**src/rtl/opc_intc.sv**
```systemverilog
// -----------------------------------------------------------------------------
// opc_intc -- vectored interrupt controller for the OPC CPU family.
//
// Takes NCHAN asynchronous requests and applies per-channel mask, edge/level
// mode and fixed priority, where channel 0 is the highest priority. It drives
// the CPU's two active-low int_b lines. The CPU reads the winning vector
// through an eight-word I/O register block at BASE..BASE+7.
//
// Build option: define OPC_INTC_NEST_EN for nested in-service tracking, where
// a higher-priority channel can preempt one that is already in service. With
// the macro undefined the controller is single level: any in-service bit
// blocks every channel until EOI.
//
// Ports:
//   clk, reset_b   clock; asynchronous active-low reset
//   clken          clock enable; state advances only on enabled edges
//   irq_in         asynchronous requests, active high, one per channel
//   vio, rnw       CPU I/O cycle strobe; 1 = read, 0 = write
//   address        CPU word address
//   wdata          write data
//   rdata          combinational read data; 0 unless a hit read is in progress
//   int_b          registered, active low: [1] = channel 0, [0] = channels >= 1
//
// Register map (word offset from BASE):
//   0 PEND    R, write-1-to-clear (edge channels only)
//   1 MASK    RW, 1 = enabled
//   2 MODE    RW, 1 = edge, 0 = level
//   3 VEC     R, acknowledges: [31] valid, [27:20] id, [AW-1:0] vector
//   4 ISR     R, in-service bits
//   5 EOI     W, clears the lowest-index set ISR bit
//   6 STATUS  R, [0] any eligible, [15:8] winning id
//   7         reads 0, writes ignored
//
// Bus: there is no handshake. A read returns data in the same cycle as
// vio/address. Its side effects (the VEC acknowledge) and all writes commit on
// the first clk edge with clken=1 while the access is presented.
// -----------------------------------------------------------------------------
module opc_intc #(
  parameter int unsigned NCHAN      = 8,
  parameter int unsigned DW         = 32,
  parameter int unsigned AW         = 20,
  parameter int unsigned BASE       = 'hFFF0,
  parameter int unsigned VEC_BASE   = 'h0010,
  parameter int unsigned VEC_STRIDE = 2
) (
  input  logic             clk,
  input  logic             reset_b,
  input  logic             clken,
  input  logic [NCHAN-1:0] irq_in,
  input  logic             vio,
  input  logic             rnw,
  input  logic [AW-1:0]    address,
  input  logic [DW-1:0]    wdata,
  output logic [DW-1:0]    rdata,
  output logic [1:0]       int_b
);

  localparam logic [2:0] R_PEND   = 3'd0;
  localparam logic [2:0] R_MASK   = 3'd1;
  localparam logic [2:0] R_MODE   = 3'd2;
  localparam logic [2:0] R_VEC    = 3'd3;
  localparam logic [2:0] R_ISR    = 3'd4;
  localparam logic [2:0] R_EOI    = 3'd5;
  localparam logic [2:0] R_STATUS = 3'd6;

  // ---------------------------------------------------------------------------
  // Address decode
  // ---------------------------------------------------------------------------
  logic [AW-1:0] offs;
  logic [2:0]    reg_sel;
  logic          hit;
  logic          wr_en;
  logic          rd_en;

  // The subtraction wraps, so addresses below BASE give large offsets and miss.
  assign offs    = address - AW'(BASE);
  assign hit     = vio && (offs < AW'(8));
  assign reg_sel = offs[2:0];
  assign wr_en   = clken && hit && !rnw;
  assign rd_en   = clken && hit && rnw;

  // ---------------------------------------------------------------------------
  // State
  // ---------------------------------------------------------------------------
  logic [NCHAN-1:0] sync1_q, sync2_q, hist_q;
  logic [NCHAN-1:0] pend_q, pend_d;
  logic [NCHAN-1:0] mask_q, mask_d;
  logic [NCHAN-1:0] mode_q, mode_d;
  logic [NCHAN-1:0] isr_q, isr_d;
  logic [1:0]       int_b_q, int_b_d;

  logic [NCHAN-1:0] wdata_n;
  logic [NCHAN-1:0] edge_det;
  logic [NCHAN-1:0] isr_low;
  logic [NCHAN-1:0] prio_ok;
  logic [NCHAN-1:0] elig;
  logic [NCHAN-1:0] win_oh;
  logic [7:0]       win_id;
  logic             any_elig;
  logic             ack;
  logic             eoi;
  logic [NCHAN-1:0] pend_clr;

  assign wdata_n  = NCHAN'(wdata);
  assign edge_det = sync2_q & ~hist_q;

  // Two's-complement trick: x & -x isolates the lowest set bit.
  assign isr_low = isr_q & (~isr_q + NCHAN'(1));

`ifdef OPC_INTC_NEST_EN
  // Only channels above the one currently in service may compete. When ISR is
  // zero, 0 - 1 wraps to all ones, so every channel may compete.
  assign prio_ok = isr_low - NCHAN'(1);
`else
  // Single level: anything in service blocks every channel until EOI.
  assign prio_ok = (isr_q == '0) ? '1 : '0;
`endif

  assign elig     = pend_q & mask_q & prio_ok;
  assign any_elig = |elig;
  assign win_oh   = elig & (~elig + NCHAN'(1));

  always_comb begin
    win_id = 8'd0;
    for (int i = NCHAN - 1; i >= 0; i--) begin
      if (elig[i]) win_id = 8'(i);
    end
  end

  // A VEC read only acknowledges when a winner exists. Single level needs no
  // extra ISR check because elig is already zero while anything is in service.
  assign ack = rd_en && (reg_sel == R_VEC) && any_elig;
  assign eoi = wr_en && (reg_sel == R_EOI);

  // W1C and acknowledge touch edge channels only.
  assign pend_clr = (((wr_en && reg_sel == R_PEND) ? wdata_n : '0) |
                     (ack ? win_oh : '0)) & mode_q;

  always_comb begin
    // Edge channels: a new edge wins over a same-cycle clear.
    // Level channels: track the synchronised input.
    pend_d = (mode_q & ((pend_q & ~pend_clr) | edge_det)) | (~mode_q & sync2_q);

    mask_d = mask_q;
    if (wr_en && reg_sel == R_MASK) mask_d = wdata_n;

    mode_d = mode_q;
    if (wr_en && reg_sel == R_MODE) mode_d = wdata_n;

    isr_d = isr_q;
    if (ack)      isr_d = isr_q | win_oh;
    else if (eoi) isr_d = isr_q & ~isr_low;

    int_b_d = {~elig[0], ~|(elig & ~NCHAN'(1))};
  end

  always_ff @(posedge clk or negedge reset_b) begin
    if (!reset_b) begin
      sync1_q <= '0;
      sync2_q <= '0;
      hist_q  <= '0;
      pend_q  <= '0;
      mask_q  <= '0;
      mode_q  <= '1;
      isr_q   <= '0;
      int_b_q <= 2'b11;
    end else if (clken) begin
      sync1_q <= irq_in;
      sync2_q <= sync1_q;
      hist_q  <= sync2_q;
      pend_q  <= pend_d;
      mask_q  <= mask_d;
      mode_q  <= mode_d;
      isr_q   <= isr_d;
      int_b_q <= int_b_d;
    end
  end

  assign int_b = int_b_q;

  // ---------------------------------------------------------------------------
  // Read mux. The word is built 32 bits wide so the valid flag at bit 31 has a
  // fixed home, then resized to DW.
  // ---------------------------------------------------------------------------
  logic [AW-1:0] vec_addr;
  logic [31:0]   rd_word;

  assign vec_addr = AW'(VEC_BASE) + AW'(win_id) * AW'(VEC_STRIDE);

  always_comb begin
    rd_word = 32'd0;
    case (reg_sel)
      R_PEND: rd_word = 32'(pend_q);
      R_MASK: rd_word = 32'(mask_q);
      R_MODE: rd_word = 32'(mode_q);
      R_VEC: begin
        if (any_elig) begin
          rd_word[AW-1:0] = vec_addr;
          rd_word[27:20]  = win_id;
          rd_word[31]     = 1'b1;
        end
      end
      R_ISR: rd_word = 32'(isr_q);
      R_STATUS: begin
        rd_word[0]    = any_elig;
        rd_word[15:8] = win_id;
      end
      default: rd_word = 32'd0;
    endcase
  end

  assign rdata = (hit && rnw) ? DW'(rd_word) : '0;

endmodule
```
**config.mk**
```make
export PLATFORM = sky130hd
export DESIGN_NAME = opc_intc
export DESIGN_NICKNAME = d
export VERILOG_FILES = /design/src/rtl/opc_intc.sv
export SDC_FILE = /design/constraint.sdc
export NUM_CORES = 1
export LEC_CHECK = 0
export ABC_AREA = 1
export CAP_MARGIN = 20
export CORE_UTILIZATION = 52
export CTS_BUF_LIST = sky130_fd_sc_hd__clkbuf_8
export DETAILED_ROUTE_END_ITERATION = 12
export DONT_BUFFER_PORTS = 1
export HOLD_SLACK_MARGIN = 0.08
export MAX_ROUTING_LAYER = met4
export PLACE_DENSITY = 0.67
export SYNTH_ARGS = -nofsm -noshare
export SYNTH_HDL_FRONTEND = slang
export SYNTH_SLANG_ARGS = --single-unit
```
**constraint.sdc**
```tcl
create_clock -name clk -period 2 [get_ports clk]
set_input_delay 0.3 -clock clk [delete_from_list [all_inputs] [get_ports clk]]
set_output_delay 0.3 -clock clk [all_outputs]
set_load 0.03 [all_outputs]
```
==> flow_metrics.env <==
export IMPL_syn_to_final_growth_pct=27.6
export IMPL_path_class="flop to output port"
export IMPL_htree_levels=3
export IMPL_syn_cell_area_mm2=0.00360
export IMPL_pin_count=99
export IMPL_synth_cell_types=36
export IMPL_setup_tns_ns=-3.98
export IMPL_cpPeakStageDelay_ns=0.42
export IMPL_slew_viol_final=0
export IMPL_crit_path_end_kind="output port"
export IMPL_setup_ws_ns=-0.400
export IMPL_whs_endpoint="mode_q[6]$_DFFE_PN1P_"
export IMPL_synth_seq_cells=58
export IMPL_diodes=0
export IMPL_cp_arrival_ns=2.10
export IMPL_gp_congestion=0.954
export IMPL_cpMostUsedCell="nor2_4"
export IMPL_cts_root_buf="clkbuf_8"
export IMPL_die_w_um=85.2
export IMPL_final_util_pct=70.3
export IMPL_rr_endpoint="pend_q[7]$_DFFE_PN0P_"
export IMPL_die_h_um=85.2
export IMPL_drt_iter0_markers=195
export IMPL_syn_inst=519
export IMPL_coreArea_mm2=0.00653
export IMPL_hold_class="input port to flop"
export IMPL_setup_viol=15
export IMPL_layout_nets=651
export IMPL_antenna_found_initial=0
export IMPL_die_area_mm2=0.00726
export IMPL_p_leak_nw=2.33
export IMPL_cts_sinks=58
export IMPL_seq_area_frac_synth_pct=40.7
export IMPL_max_cap_violations=0
export IMPL_cts_tree="yes"
export IMPL_drc=0
export IMPL_period_minus_slack_ns=2.40
export IMPL_yosys_warnings=0
export IMPL_cts_buffers=9
export IMPL_grt_pass1_vias=3457
export IMPL_vias_per_cell=5.19
export IMPL_finalHoldViolations=0
export IMPL_rows=29
export IMPL_n_fill_cell=561
export IMPL_start_util_pct=55.1
export IMPL_synth_compound_area_share_pct=10.9
export IMPL_avgRoutedWirePerCell_um=14.2
export IMPL_port_buffers=0
export IMPL_wirelength_mm=9.48
export IMPL_path_cells="nor2_4, nand2_4, nor2_4, buf_6, o21ai_4, nand2_4, nor2_4, nor2_4, buf_6, nand2_2, a21oi_2, buf_6"
export IMPL_cp_start_kind="flop"
export IMPL_ir_drop_v=0.000452
export IMPL_drive_gt1_share_pct=25.7
export IMPL_synthSimpleGateAreaFrac_pct=35.5
export IMPL_clk_path_buf_depth=2
export IMPL_period_share_pct=120
export IMPL_yosys_area_share_xor_xnor_pct=0
export IMPL_synthAdderAreaFrac_pct=0
export IMPL_synthTopCellsByArea="dfrtp_1, nand2_1, dfstp_2, inv_1, nor2_1"
export IMPL_synth_top_cell_area_share_pct=33.4
export IMPL_avgSynthCellArea_um2=6.94
export IMPL_power_density_mw_per_mm2=588
export IMPL_track_usage_pct=29.6
export IMPL_clk_latency_ns=0.34
export IMPL_min_delay_start="wdata[6]"
export IMPL_violations="negative setup slack"
export IMPL_yosysTopAreaCell="dfrtp_1"
export IMPL_status="finished, violations left"
export IMPL_worstHoldPathCells=2
export IMPL_skew_ns=0.00965
export IMPL_grt_overflow_total=0
export IMPL_synth_top_family_by_area="simple AND/OR/NAND/NOR gates"
export IMPL_crit_fanout=5
export IMPL_pre_cts_ws_ns=-0.111
export IMPL_tightest_slew_ns=0.890
export IMPL_drt_first_pass_iters=4
export IMPL_grt_setup_unrepaired="yes"
export IMPL_slowest_stage="dfrtp_1"
export IMPL_grt_max_degree=59
export IMPL_rrSetupSlack_ns=-0.02
export IMPL_synth_mux_area_share_pct=0
export IMPL_clk_pin_slew_worst_paths_ns=0.08
export IMPL_worstPathRequired_ns=1.70
export IMPL_ant_nets=0
export IMPL_r2r_start="isr_q[1]$_DFFE_PN0P_"
export IMPL_grt_pass1_wl_mm=16.0
export IMPL_num_vias=3468
export IMPL_reg2reg_depth=14
export IMPL_maxSlewHeadroom_pct=40.5
export IMPL_post_dp_hpwl_mm=6.73
export IMPL_fmax_mhz=417
-- layout make-up --
type | instances | area, µm² | share of cell area, %
Clock buffer | 10 | 138 | 3.00
Clock inverter | 6 | 66.3 | 1.44
Inverter | 73 | 277 | 6.02
Multi-Input combinational cell | 375 | 1910 | 41.6
Sequential cell | 58 | 1460 | 31.9
Tap cell | 77 | 96.3 | 2.10
Timing Repair Buffer | 69 | 641 | 14.0
-- layout by cell type (no fill, tap or decap), drive strengths merged, types with 3 or more instances in the layout --
master	count
clkinv	3
dlygate4sd3	13
nand4	10
nor3	8
o21ai	29
dfstp	10
nor2	48
nand3	17
clkinvlp	3
inv	72
nand2	205
a22oi	3
a21oi	22
a41oi	3
dfrtp	48
buf	56
a221oi	5
conb	17
clkbuf	10
-- logic make-up after synthesis --
logic type	count (synthesis)
flops	58
compound gates	64
other cells	1
simple gates	293
buf+inv	103
-- critical path, delay by kind of cell, from the launching register on --
family	cells	cell delay, ns
AO/OA/AOI/OAI	2	0.21
AND/OR/NAND/NOR	7	0.73
buffers and inverters	3	0.41
flip-flops	1	0.42
-- routing by layer --
layer	part of all wire, %	GRT usage, %
met4	3.6	15.4
met1	42	36.1
met5	0	-
met3	6.1	5.54
met2	48	47.1
-- stage by stage --
stage | total power, mW | hold WS, ns | cells | area [µm²]
2_1_floorplan | 1.52 | 0.00441 | 535 | 3670
3_3_place_gp | 1.54 | 0.00576 | 634 | 4000
3_5_place_dp | 1.55 | 0.00578 | 634 | 4000
4_1_cts | 2.71 | 0.0890 | 667 | 4470
5_1_grt | 2.82 | 0.109 | 668 | 4590
6_report | 2.70 | 0.0990 | 668 | 4590
-- Yosys cell counts, drive strengths merged --
master,instances
a21boi,1
a21oi,22
a221oi,5
a22oi,3
a31oi,1
a41oi,3
and2,1
buf,21
clkbuf,9
clkinv,1
conb,1
dfrtp,48
dfstp,10
inv,72
nand2,205
nand3,17
nand3b,1
nand4,10
nor2,47
nor3,8
nor3b,2
nor4,2
o21ai,29
-- flip-flops by register name (all words and copies together) (netlist names) --
signal   cells
pend_q       8
int_b        2
sync1_q      8
hist_q       8
isr_q        8
mask_q       8
sync2_q      8
mode_q       8
-- worst max-delay path by stage --
stage / startpoint / end / slack, ns / cells past startpoint
finish: isr_q[1]$_DFFE_PN0P_ / rdata[1] / -0.40 / 12
global route: isr_q[7]$_DFFE_PN0P_ / rdata[1] / -0.52 / 10
CTS: isr_q[1]$_DFFE_PN0P_ / rdata[1] / -0.43 / 12
detailed placement: isr_q[7]$_DFFE_PN0P_ / rdata[20] / -0.11 / 11
global placement: isr_q[0]$_DFFE_PN0P_ / rdata[20] / -0.08 / 11
floorplan: address[4] / rdata[5] / -0.13 / 10
-- where the power goes --
group	internal, mW	leakage, nW	switching [mW]
registers	1.25	0.679	0.0540
clock network	0.608	0.0945	0.496
logic	0.108	1.56	0.185
total	1.97	2.33	0.735
-- repair_timing --
action	in CTS	in global routing
pin swaps	8	14
buffers inserted	2	1
cloned	1	0
setup endpoints to repair	25	31
hold endpoints to repair	86	0
hold buffers	14	0
gates resized for setup	24	38
(Power assumes the default switching activity.)
